<file path="src/rtl/ext_input_conditioner.sv">
// Conditions a raw asynchronous input: two-flop synchronizer, run-length debounce FSM,
// registered level/edge outputs and a saturating count of rejected transitions.
module ext_input_conditioner #(
    parameter int FILTER_CYCLES = 4,
    parameter int GLITCH_W      = 8
) (
    input  logic                CLK_IN,
    input  logic                RST_N_IN,
    input  logic                D16_i,
    input  logic                glitch_clr_i,
    output logic                level_o,
    output logic                rise_o,
    output logic                fall_o,
    output logic [GLITCH_W-1:0] glitch_cnt_o,
    output logic [1:0]          dbg_state_o
);

    localparam int RUN_W = $clog2(FILTER_CYCLES);
    localparam logic [RUN_W-1:0] RUN_LAST = RUN_W'(FILTER_CYCLES - 1);

    typedef enum logic [1:0] {
        ST_LOW      = 2'd0,
        ST_CHK_HIGH = 2'd1,
        ST_HIGH     = 2'd2,
        ST_CHK_LOW  = 2'd3
    } state_t;

    logic                r_sync1;
    logic                r_sync2;
    state_t              r_state;
    logic [RUN_W-1:0]    r_run;
    logic                r_level;
    logic                r_rise;
    logic                r_fall;
    logic [GLITCH_W-1:0] r_glitch_cnt;
    logic                w_s;
    logic                w_abort;

    assign w_s = r_sync2;

    always_ff @(posedge CLK_IN or negedge RST_N_IN) begin
        if (!RST_N_IN) begin
            r_sync1 <= 1'b0;
            r_sync2 <= 1'b0;
        end else begin
            r_sync1 <= D16_i;
            r_sync2 <= r_sync1;
        end
    end

    // Level and edge pulses are updated on the same edge as the state move, so
    // rise_o/fall_o line up with the first cycle of the new level.
    always_ff @(posedge CLK_IN or negedge RST_N_IN) begin
        if (!RST_N_IN) begin
            r_state <= ST_LOW;
            r_run   <= '0;
            r_level <= 1'b0;
            r_rise  <= 1'b0;
            r_fall  <= 1'b0;
        end else begin
            r_rise <= 1'b0;
            r_fall <= 1'b0;
            case (r_state)
                ST_LOW: begin
                    if (w_s) begin
                        r_state <= ST_CHK_HIGH;
                        r_run   <= RUN_W'(1);
                    end
                end
                ST_CHK_HIGH: begin
                    if (!w_s) begin
                        r_state <= ST_LOW;
                        r_run   <= '0;
                    end else if (r_run == RUN_LAST) begin
                        r_state <= ST_HIGH;
                        r_run   <= '0;
                        r_level <= 1'b1;
                        r_rise  <= 1'b1;
                    end else begin
                        r_run <= r_run + RUN_W'(1);
                    end
                end
                ST_HIGH: begin
                    if (!w_s) begin
                        r_state <= ST_CHK_LOW;
                        r_run   <= RUN_W'(1);
                    end
                end
                ST_CHK_LOW: begin
                    if (w_s) begin
                        r_state <= ST_HIGH;
                        r_run   <= '0;
                    end else if (r_run == RUN_LAST) begin
                        r_state <= ST_LOW;
                        r_run   <= '0;
                        r_level <= 1'b0;
                        r_fall  <= 1'b1;
                    end else begin
                        r_run <= r_run + RUN_W'(1);
                    end
                end
                default: begin
                    r_state <= ST_LOW;
                    r_run   <= '0;
                    r_level <= 1'b0;
                end
            endcase
        end
    end

    assign w_abort = ((r_state == ST_CHK_HIGH) && !w_s) ||
                     ((r_state == ST_CHK_LOW)  &&  w_s);

    // Clear takes priority over an abort landing on the same edge.
    always_ff @(posedge CLK_IN or negedge RST_N_IN) begin
        if (!RST_N_IN) begin
            r_glitch_cnt <= '0;
        end else if (glitch_clr_i) begin
            r_glitch_cnt <= '0;
        end else if (w_abort && (r_glitch_cnt != {GLITCH_W{1'b1}})) begin
            r_glitch_cnt <= r_glitch_cnt + GLITCH_W'(1);
        end
    end

    assign level_o      = r_level;
    assign rise_o       = r_rise;
    assign fall_o       = r_fall;
    assign glitch_cnt_o = r_glitch_cnt;
    assign dbg_state_o  = r_state;

endmodule

</file>
<file path="config.mk">
export PLATFORM = sky130hd
export DESIGN_NAME = ext_input_conditioner
export DESIGN_NICKNAME = d
export VERILOG_FILES = /design/src/rtl/ext_input_conditioner.sv
export SDC_FILE = /design/constraint.sdc
export NUM_CORES = 1
export LEC_CHECK = 0
export ABC_AREA = 0
export CAP_MARGIN = 15
export CORE_MARGIN = 1
export CORE_UTILIZATION = 51
export DETAILED_ROUTE_END_ITERATION = 12
export HOLD_SLACK_MARGIN = 0.1
export PLACE_DENSITY_LB_ADDON = 0.08
export SLEW_MARGIN = 20
export SYNTH_ARGS = -nofsm -noshare
export SYNTH_HDL_FRONTEND = slang
export SYNTH_SLANG_ARGS = --single-unit
</file>
<file path="constraint.sdc">
create_clock -name CLK_IN -period 4.2 [get_ports CLK_IN]
set_input_delay 0.63 -clock CLK_IN [delete_from_list [all_inputs] [get_ports CLK_IN]]
set_output_delay 0.63 -clock CLK_IN [all_outputs]
set_load 0.1 [all_outputs]
</file>
==> summary.md <==
| Metric | Value |
|---|---|
| Status | finished, final reports clean |
| Register bit total from synthesis | 17 |
| Final Wtd Congestion | 0.7024 |
| Synth Net Count | 71 |
| DR WL/cell | 12.70 um |
| CTS tree | built |
| Final WL | 1245 um |
| Die area | 1655 um2 |
| Synthesis Warnings | 0 |
| Core area | 1350 um2 |
| Die width | 40.69 um |
| PortBufs | 16 |
| Bufs on Longest Clock Path | 2 |
| Total vias in the final route | 537 |
| Initial antenna violation count | 0 |
| Largest stage delay, worst path | 1.19 ns |
| CTS Root Cell | clkbuf_4 |
| Fin Hold WS | 0.3562 ns |
| DR vias/cell | 5.480 |
| Clock Sinks | 17 |
| Worst Setup End Kind | primary output |
| Total gr overflow | 0 |
| Crit-path max FO | 9 |
| Clock latency on the worst-skew pair | 0.28 ns |
| N_diodes | 0 |
| H-tree Lvls | 1 |
| Maxcap violations | 0 |
| Lkg Pwr | 0.4052 nW |
| Routed Antenna Nets | 0 |
| Syn_area_per_cell | 11.74 um2 |
| Post-DP Area | 933.4 um2 |
| PostCTS Resize Cnt | 0 |
| Initial DRC count | 20 |
| Clk slew on worst S/H paths | 0.09 ns |
| Slowest stage cell, crit path | clkdlybuf4s50_1 |
| Design Power | 605.2 uW |
| Hold-fix buffers at CTS | 0 |
| Post-synthesis sequential area ratio | 55.74% |
| Final number of hold-violating endpoints | 0 |
| Share of cells above drive strength 1 | 8.434% |
| Fin Clk Skew | 0.001713 ns |
| NumNets Final | 90 |
| Post-layout min period | 2.632 ns |
| # IOs | 17 |
| Pin count of the biggest net entering global routing | 18 |
| Total track usage | 18.68% |
| Post-Synthesis Cell Area | 763.2 um2 |
| Crit-path cells | clkdlybuf4s50_1 |
| Setup TNS | 0 ns |
| Post-route DRC violation count | 0 |
| Syn Inst Count | 65 |
| Fin crit share | 62.68% |
| Max_slew headroom | 34.90% |
| P&R area growth vs syn | 25.90% |
| First-pass GRT wire length | 1932 um |
| Worst VDD drop | 0.0005866 V |
| Cell family with most CP delay | buffers and inverters |
| Cts bufs inserted | 3 |
| Cell variety after synth | 25 |
| RSZ-0062 raised after global routing | false |
| Die height | 40.69 um |
| Starting Density | 56.53% |
| Worst Path Required | 3.57 ns |
| Hold Path Class | reg2reg |
| Crit path DAT | 2.00 ns |
| Setup crit start kind | register |
| Actual slew at the worst max-slew pin | 0.9735 ns |
| Vias in the first global route | 435 |
| Hpwl dp | 902.3 um |
| Final non-filler cell area | 960.9 um2 |
| Setup Viol. Count Final | 0 |
| PwrDens | 629.8 nW/um2 |
| WS Path Type | reg2out |
| Cell row count | 13 |
| Final slew viol count | 0 |
| Buf+Inv Stages, Crit Path | 1 |
| Peak Freq | 0.3799 GHz |
| DR pass1 iterations | 4 |
| Post-CTS Repair Setup Buffers | 0 |
## cells in the final DEF (no fill, tap or decap)
cell             netlist  layout
or3_1                  3       3
o211ai_4               1       1
o21ai_0                4       4
dfrtp_1               17      17
xnor2_4                1       1
mux2i_1                2       2
o31ai_1                1       1
o2111ai_1              1       1
nor3_1                 1       1
and3_1                 1       1
nand2_1                3       3
nand4_1                2       2
mux2_2                 1       1
nand3_1                4       4
o21bai_1               2       2
ha_1                   2       2
clkbuf_4               0       3
or4_1                  1       1
xor2_1                 2       2
nor3b_1                3       3
a21oi_1                5       5
nor2_1                 3       3
clkinv_2               0       1
inv_1                  2       2
clkdlybuf4s50_1        0      16
nand3b_1               1       1
## routing by layer
metal	track usage, %	vias to the layer above	routed length [um]
li1	-	271	-
met1	25.53	249	629
met2	25.79	13	538
met3	6.522	4	54
met4	10.00	0	22
met5	0	-	0
## cells in the mapped netlist
cell | n | share of area [%]
nor3_1 | 1 | 0.66
or4_1 | 1 | 0.98
nor2_1 | 3 | 1.5
ha_1 | 2 | 3.3
nand2_1 | 3 | 1.5
and3_1 | 1 | 0.82
nand3_1 | 4 | 2.6
nand3b_1 | 1 | 0.98
or3_1 | 3 | 2.5
inv_1 | 2 | 0.98
a21oi_1 | 5 | 3.3
nor3b_1 | 3 | 3.0
buf_2 | 1 | 0.66
nand4_1 | 2 | 1.6
dfrtp_1 | 17 | 56
o211ai_4 | 1 | 2.8
o21bai_1 | 2 | 2.0
o21ai_0 | 4 | 2.6
o31ai_1 | 1 | 0.98
o2111ai_1 | 1 | 1.1
buf_1 | 1 | 0.49
mux2i_1 | 2 | 2.6
xor2_1 | 2 | 2.3
xnor2_4 | 1 | 3.6
mux2_2 | 1 | 1.5
## cells by family after synthesis
family          share of synthesized area [%]
flops                                   55.74
simple gates                            16.07
xor+xnor                                5.903
fa+ha+maj                               3.278
buf+inv                                 2.130
mux                                     4.098
compound gates                          12.79
## report_power, final
| part | total (mW) | switching, mW | internal (mW) |
|---|---|---|---|
| registers | 0.233 | 0.0399 | 0.193 |
| logic | 0.288 | 0.205 | 0.0828 |
| clock network | 0.0844 | 0.0491 | 0.0353 |
| total | 0.605 | 0.294 | 0.311 |
## sequential cells by signal (all words and copies together) (netlist names), named ones only
register      count
r_sync1           1
dbg_state_o       1
r_sync2           1
glitch_cnt_o      8
rise_o            1
r_run             2
level_o           1
fall_o            1
## per-stage QoR
step / worst slack [ns] / utilization, % / cells
2_1_floorplan: 1.937 / - / 65
3_3_place_gp: 1.897 / 69.14 / 94
3_5_place_dp: 1.887 / 69.14 / 94
4_1_cts: 1.561 / 71.18 / 98
5_1_grt: 1.483 / 71.18 / 98
6_report: 1.568 / 71.18 / 98
## path summary, 6_finish.rpt
check                      slack [ns]                        start                          end  cells after the start
max                              1.57   dbg_state_o[0]$_DFFE_PN0P_               dbg_state_o[0]                      1
min reg2reg                      0.36            r_sync1$_DFF_PN0_            r_sync2$_DFF_PN0_                      0
max in group asynchronous        2.98                     RST_N_IN            r_sync1$_DFF_PN0_                      1
min                              0.36            r_sync1$_DFF_PN0_            r_sync2$_DFF_PN0_                      0
min in group asynchronous        0.77                     RST_N_IN         r_run[1]$_DFFE_PN0P_                      1
max reg2reg                      2.41  glitch_cnt_o[0]$_DFFE_PN0P_  glitch_cnt_o[6]$_DFFE_PN0P_                      5
## area by class of cell
| type | count | area [um2] |
|---|---|---|
| Sequential cell | 17 | 425.4 |
| Clock inverter | 1 | 5.005 |
| Inverter | 2 | 7.507 |
| Fill cell | 105 | 389.1 |
| Clock buffer | 3 | 22.52 |
| Timing Repair Buffer | 16 | 160.2 |
| Multi-Input combinational cell | 44 | 321.6 |
| Tap cell | 15 | 18.77 |
Power figures use the tool's default switching activity.
